File: config.mk
export PLATFORM = sky130hd
export DESIGN_NAME = run_ctrl
export DESIGN_NICKNAME = d
export VERILOG_FILES = /design/src/rtl/run_ctrl.sv
export SDC_FILE = /design/constraint.sdc
export NUM_CORES = 1
export LEC_CHECK = 0
export BUFFER_PORTS_ARGS = -buffer_cell sky130_fd_sc_hd__buf_2
export CAP_MARGIN = 25
export CORE_ASPECT_RATIO = 0.5
export CORE_UTILIZATION = 49
export CTS_BUF_LIST = sky130_fd_sc_hd__clkbuf_16
export CTS_CLUSTER_SIZE = 14
export DETAILED_ROUTE_END_ITERATION = 7
export GPL_ROUTABILITY_DRIVEN = 1
export PLACE_DENSITY = 0.8
export SYNTH_ARGS = -nofsm -noshare
export SYNTH_HDL_FRONTEND = slang
export SYNTH_SLANG_ARGS = --single-unit
File: constraint.sdc
create_clock -name clk_i -period 3.61 [get_ports clk_i]
set_input_delay 0.5415 -clock clk_i [delete_from_list [all_inputs] [get_ports clk_i]]
set_output_delay 0.5415 -clock clk_i [all_outputs]
set_load 0.005 [all_outputs]
File: src/rtl/run_ctrl.sv
// Run-control sequencer: gates PC commit and sequences reset/run/halt/step/error for the core.
// Optional hardware breakpoint compare is built when RUNCTL_BREAKPOINT_EN is defined.
module run_ctrl #(
    parameter int unsigned DATA_WIDTH = 64,
    parameter int unsigned CNT_WIDTH  = 64
) (
    input  logic                  clk_i,
    input  logic                  rst_i,
    input  logic [DATA_WIDTH-1:0] pc_i,
    input  logic [5:0]            exceptions_i,
    input  logic                  halt_req_i,
    input  logic                  resume_req_i,
    input  logic                  step_req_i,
    input  logic                  bp_valid_i,
    input  logic [DATA_WIDTH-1:0] bp_addr_i,
    output logic                  pc_we_o,
    output logic [2:0]            state_o,
    output logic [3:0]            cause_o,
    output logic [DATA_WIDTH-1:0] cause_pc_o,
    output logic [CNT_WIDTH-1:0]  cycle_o,
    output logic [CNT_WIDTH-1:0]  instret_o,
    output logic                  dbg_ack_o
);

    typedef enum logic [2:0] {
        StRst   = 3'd0,
        StRun   = 3'd1,
        StHalt  = 3'd2,
        StError = 3'd3,
        StStep  = 3'd4
    } state_e;

    localparam logic [3:0] CauseEcall  = 4'd4;
    localparam logic [3:0] CauseEbreak = 4'd5;
    localparam logic [3:0] CauseBp     = 4'd6;
    localparam logic [3:0] CauseHalt   = 4'd7;
    localparam logic [3:0] CauseStep   = 4'd8;

    state_e                state_q, state_d;
    logic [3:0]            cause_q, stop_cause;
    logic [DATA_WIDTH-1:0] cause_pc_q;
    logic [CNT_WIDTH-1:0]  cycle_q, instret_q;
    logic                  dbg_ack_q;
    logic                  active, bp_hit, pc_we;
    logic [3:0]            anomaly_cause;

    assign active = (state_q == StRun) || (state_q == StStep);

`ifdef RUNCTL_BREAKPOINT_EN
    // High for the first RUN/STEP cycle after HALT so a resume at the bp PC makes progress.
    logic bp_supp_q;
    assign bp_hit = bp_valid_i && (pc_i == bp_addr_i) && !bp_supp_q;
`else
    logic unused_bp;
    assign unused_bp = ^{bp_valid_i, bp_addr_i};
    assign bp_hit    = 1'b0;
`endif

    assign pc_we = active && (exceptions_i == 6'd0) && !bp_hit;

    // Lowest set anomaly bit wins.
    always_comb begin
        anomaly_cause = 4'd0;
        for (int i = 3; i >= 0; i--) begin
            if (exceptions_i[i]) begin
                anomaly_cause = 4'(i);
            end
        end
    end

    always_comb begin
        state_d    = state_q;
        stop_cause = cause_q;
        unique case (state_q)
            StRst: begin
                if (halt_req_i) begin
                    state_d    = StHalt;
                    stop_cause = CauseHalt;
                end else begin
                    state_d = StRun;
                end
            end
            StRun, StStep: begin
                if (|exceptions_i[3:0]) begin
                    state_d    = StError;
                    stop_cause = anomaly_cause;
                end else if (exceptions_i[4]) begin
                    state_d    = StHalt;
                    stop_cause = CauseEcall;
                end else if (exceptions_i[5]) begin
                    state_d    = StHalt;
                    stop_cause = CauseEbreak;
                end else if (bp_hit) begin
                    state_d    = StHalt;
                    stop_cause = CauseBp;
                end else if (halt_req_i && (state_q == StRun)) begin
                    state_d    = StHalt;
                    stop_cause = CauseHalt;
                end else if (state_q == StStep) begin
                    state_d    = StHalt;
                    stop_cause = CauseStep;
                end
            end
            StHalt: begin
                if (resume_req_i) begin
                    state_d = StRun;
                end else if (step_req_i) begin
                    state_d = StStep;
                end
            end
            StError: state_d = StError;
            default: state_d = StRst;
        endcase
    end

    always_ff @(posedge clk_i) begin
        if (rst_i) begin
            state_q    <= StRst;
            cause_q    <= 4'd0;
            cause_pc_q <= '0;
            cycle_q    <= '0;
            instret_q  <= '0;
            dbg_ack_q  <= 1'b0;
`ifdef RUNCTL_BREAKPOINT_EN
            bp_supp_q  <= 1'b0;
`endif
        end else begin
            state_q <= state_d;
            if ((state_d != state_q) && ((state_d == StHalt) || (state_d == StError))) begin
                cause_q    <= stop_cause;
                cause_pc_q <= pc_i;
            end
            dbg_ack_q <= (state_d == StHalt) != (state_q == StHalt);
            if (state_q != StRst) begin
                cycle_q <= cycle_q + CNT_WIDTH'(1);
            end
            if (pc_we) begin
                instret_q <= instret_q + CNT_WIDTH'(1);
            end
`ifdef RUNCTL_BREAKPOINT_EN
            bp_supp_q <= (state_q == StHalt) && (state_d != StHalt);
`endif
        end
    end

    assign pc_we_o    = pc_we;
    assign state_o    = state_q;
    assign cause_o    = cause_q;
    assign cause_pc_o = cause_pc_q;
    assign cycle_o    = cycle_q;
    assign instret_o  = instret_q;
    assign dbg_ack_o  = dbg_ack_q;

endmodule

# Word-level counts from Yosys, hierarchy flattened
# Cells that the tools add are included.
word_totals:
  in_bits: 140
  word_cells: 50
  regBits: 200
classes:
  muxes: 20
  addsub: 2
  reduce_logical: 12
  n_eq_ne: 10
ops:
  columns: ["operator", "n"]
  rows:
  - ["$add A64 B1 Y64 const B", 2]
  - ["$mux W4", 6]
  - ["$mux W3", 7]
  - ["$eq A3 B2 Y1 const B", 4]
  - ["$pmux W3 S4", 1]
  - ["$mux W2", 5]
  - ["$pmux W4 S2", 1]
  - ["$logic_not A6 Y1", 1]
  - ["$ne A6 B6 Y1 const B", 1]
  - ["$reduce_and A4 Y1", 1]
  - ["$reduce_or A4 Y1", 1]
  - ["$eq A3 B1 Y1 const B", 1]
  - ["$eq A3 B3 Y1 const B", 1]
  - ["$logic_and A1 B1 Y1", 3]
  - ["$logic_not A3 Y1", 1]
  - ["$ne A3 B3 Y1", 1]
  - ["$reduce_bool A3 Y1", 1]
  - ["$logic_or A1 B1 Y1", 2]
  - ["$ne A2 B2 Y1 const B", 1]
  - ["$reduce_bool A2 Y1", 1]
  - ["$reduce_or A2 Y1", 1]
  - ["$ne A1 B1 Y1", 1]

# Depth between registers and ports, before layout
depth:
  word_depth: 11
  ltp_mapped: 10
  mapped_depth_nobuf: 6

# Worst setup path after synthesis
# No wires, ideal clock.
synth_path:
  kind: "input to register"
  startpoint: "input exceptions_i[1]"
  endpoint: "register instret_q[63], in the netlist instret_o[63]"
  arrival_time_ns: 2.567
  n_path_buf: 2
  required_ns: 3.489
  slack_ns: 0.923
  path_stages: 7
  setup_time_ns: 0.121
  path_cell_list: "or4_1 -> buf_2 -> nor4_2 -> nand4_2 -> buf_2 -> nor4_1 -> mux2_2"
synth_via:
  elab_chain_len: 2
synth_rtl:
  columns: ["item", "line", "source"]
  rows:
  - ["start, declared", "10", "input logic [5:0] exceptions_i,"]
  - ["$logic_not A6 Y1", "59", "assign pc_we = active && (exceptions_i == 6'd0) && !bp_hit;"]
  - ["$logic_and A1 B1 Y1", "59", null]
  - ["end signal, assigned", "138", "instret_q <= instret_q + CNT_WIDTH'(1);"]
  - ["end, declared", "42", "logic [CNT_WIDTH-1:0] cycle_q, instret_q;"]
# Every way passes these cells.
# A chain may end at the register's enable or synchronous reset.

# Worst setup path in the final report
layout_path:
  startpoint: "register instret_q[0], in the netlist instret_o[0]"
  endpoint: "register instret_q[56], in the netlist instret_o[56]"
layout_via:
  elab_chain_len: 1
layout_rtl:
  columns: ["item", "line"]
  rows:
  - ["$add A64 B1 Y64", "138"]
# Every way passes these cells.

==> flow_metrics.env <==
export IMPL_relSlewSlack_pct=35.2
export IMPL_syn_to_final_growth_pct=23.5
export IMPL_cts_buffer_depth=2
export IMPL_fin_ws_ns=0.644
export IMPL_finalCriticalPeriod_ns=2.97
export IMPL_crit_required_ns=3.95
export IMPL_muxShareOfSynthArea_pct=0.127
export IMPL_reg2reg_depth=6
export IMPL_setup_viol=0
export IMPL_cts_sinks=200
export IMPL_wl_per_cell_um=15.5
export IMPL_tightest_slew_ns=0.972
export IMPL_ys_types=44
export IMPL_die_y_um=97.1
export IMPL_nNetsFinal=1490
export IMPL_synthSimpleGateAreaFrac_pct=30.3
export IMPL_dp_slack_ns=0.433
export IMPL_synth_xor_area_share_pct=5.73
export IMPL_syn_cell_area_mm2=0.00887
export IMPL_root_buffer="clkbuf_16"
export IMPL_arrival_ns=3.30
export IMPL_drv_cap=0
export IMPL_drtIter0Drc=543
export IMPL_die_x_um=192
export IMPL_postCtsSetupBuffers=0
export IMPL_tns_ns=0
export IMPL_synth_ff_type="dfxtp_1"
export IMPL_status="completed"
export IMPL_clkLatencyLatePin_ns=0.43
export IMPL_ant_nets=0
export IMPL_diodes=0
export IMPL_dr_pass1_iters=5
export IMPL_synth_compound_gate_area_share_pct=14.2
export IMPL_synth_fp_nets=1250
export IMPL_endpoint_kind="flop"
export IMPL_row_count=34
export IMPL_critPathKind="reg2reg"
export IMPL_synth_top_family_by_area="simple AND/OR/NAND/NOR gates"
export IMPL_cts_repair_resized=0
export IMPL_leakagePower_uw=0.00430
export IMPL_cts_htree_levels=4
export IMPL_via_per_inst=5.66
export IMPL_coreArea_mm2=0.0175
export IMPL_finClkSkew_ns=0.0147
export IMPL_synth_edf_count=0
export IMPL_ys_ff_latch=200
export IMPL_hold_path_class="in2reg"
export IMPL_finalPower_uw=4770
export IMPL_grt_max_degree=125
export IMPL_seq_area_frac_synth_pct=45.1
export IMPL_ios=341
export IMPL_whs_ns=0.299
export IMPL_antenna_found_initial=0
export IMPL_syn_area_per_cell_um2=8.01
export IMPL_synth_fa_ha_area_share_pct=0.282
export IMPL_rsz0062_at_grt="no"
export IMPL_critPathMaxFanout=28
export IMPL_ir_drop_uv=292
export IMPL_yosysWarnings=0
export IMPL_grt_pass1_vias=8032
export IMPL_dp_hpwl_um=17500
export IMPL_worstSetupStartpointType="flop"
export IMPL_drc=0
export IMPL_cts_hold_buf=0
export IMPL_netlist_instances=1108
export IMPL_postSynth_asyncResetShare_pct=0
export IMPL_powerDensity_mw_per_mm2=435
export IMPL_multi_input_area_mm2=0.00451
export IMPL_cts_tree="yes"
export IMPL_dieArea_mm2=0.0187
export IMPL_max_freq_mhz=337
export IMPL_cts_buffers=17
export IMPL_path_clk_slew_ns=0.08
export IMPL_holdPathStages=2
export IMPL_start_util_pct=50.6
export IMPL_final_hold_violation_count=0
export IMPL_routed_wl_um=24600
export IMPL_port_buffers=275
export IMPL_vias=9028
export IMPL_drive_above_1_share_pct=24.2
export IMPL_grt_overflow_total=0
export IMPL_period_share_pct=82.2
export IMPL_grt_usage_pct=25.7
export IMPL_grt_pass1_wl_um=39400
export IMPL_slew_viol_final=0
export IMPL_seq_area_mm2=0.00400
export IMPL_nFillCells=1564
export IMPL_gp_congestion=0.827
-- registers in the layout (all words and copies together), names as in the netlist --
register and cells:
cause_o 4, cause_pc_o 64, cycle_o 64, dbg_ack_o 1, instret_o 64, state_o 3
-- critical path, cell delays in order, from the launching register on --
cell and delay, ns:
dfxtp_1 0.43, ha_1 0.24, nand2_1 0.11, or4_1 0.56, or3_1 0.74, or4b_1 0.61, a21oi_1 0.17
-- cells in the mapped netlist, drive strengths merged, types with 2 or more instances --
library cell	number	share of area, %
nor3b	2	0.17
or3	33	2.3
clkbuf	54	2.3
nor2b	3	0.21
buf	15	0.94
nand4	41	3.0
xnor2	43	4.2
dfxtp	200	45
nor3	24	1.4
inv	22	0.93
and3	10	0.71
a211oi	2	0.17
nor2	84	3.6
o41ai	2	0.20
xor2	15	1.5
nand2	191	8.1
ha	2	0.28
or2	5	0.35
nand3	45	2.5
and2	2	0.14
a21oi	139	7.8
o21ai	31	1.7
o31ai	42	3.6
nor4	24	1.8
nor4b	4	0.39
or4	47	4.0
and4	12	1.2
nand2b	2	0.14
nand4b	2	0.20
-- routing by layer --
layer,vias to the layer above,share of wire [%],global-route usage [%]
li1,4436,-,-
met1,4302,44,33.3
met2,249,49,42.8
met3,41,5.0,4.91
met4,0,2.3,8.54
met5,-,0,0
-- where the power goes --
| part | switching [µW] | internal [µW] | leakage [µW] | total (µW) |
|---|---|---|---|---|
| registers | 71.9 | 2320 | 0.00162 | 2390 |
| clock network | 900 | 899 | 0.000264 | 1800 |
| logic | 348 | 234 | 0.00241 | 582 |
-- path summary, 6_finish.rpt --
check / startpoint / to / slack (ns)
worst max-delay path: instret_o[0]$_SDFFE_PP0P_ / instret_o[56]$_SDFFE_PP0P_ / 0.64
worst min-delay path: resume_req_i / state_o[2]$_SDFF_PP0_ / 0.30
worst max register to register: instret_o[0]$_SDFFE_PP0P_ / instret_o[56]$_SDFFE_PP0P_ / 0.64
worst min register to register: cause_pc_o[5]$_SDFFE_PP0P_ / cause_pc_o[5]$_SDFFE_PP0P_ / 0.45
-- cell usage in the layout (no fill, tap or decap), types with 24 or more instances in the layout --
cell / instances
nor3_1: 24
o21ai_0: 31
dfxtp_1: 200
or4_1: 47
nor2_1: 84
buf_2: 274
a21oi_1: 139
xnor2_1: 43
nand4_1: 40
nand2_1: 191
or3_1: 33
nand3_1: 45
o31ai_1: 42
-- logic make-up after synthesis --
| family | Yosys count |
|---|---|
| XOR/XNOR | 58 |
| adder cells (fa/ha/maj) | 2 |
| buffers and inverters | 91 |
| AO/OA/AOI/OAI | 223 |
| multiplexers | 1 |
| flip-flops | 200 |
| AND/OR/NAND/NOR | 533 |
-- through the flow --
step	instances	util, %	area (µm²)
finish	1594	62.5	11000
global route	1594	62.5	11000
global placement	1563	59.4	10400
CTS	1594	62.5	11000
floorplan	1108	-	8870
detailed placement	1563	59.4	10400
-- area by class of cell --
cell class,count,share of cell area (%)
Clock buffer,17,3.88
Multi-Input combinational cell,817,41.2
Inverter,22,0.754
Tap cell,234,2.67
Clock inverter,14,1.07
Timing Repair Buffer,290,13.9
Sequential cell,200,36.6
(Power assumes the default switching activity.)
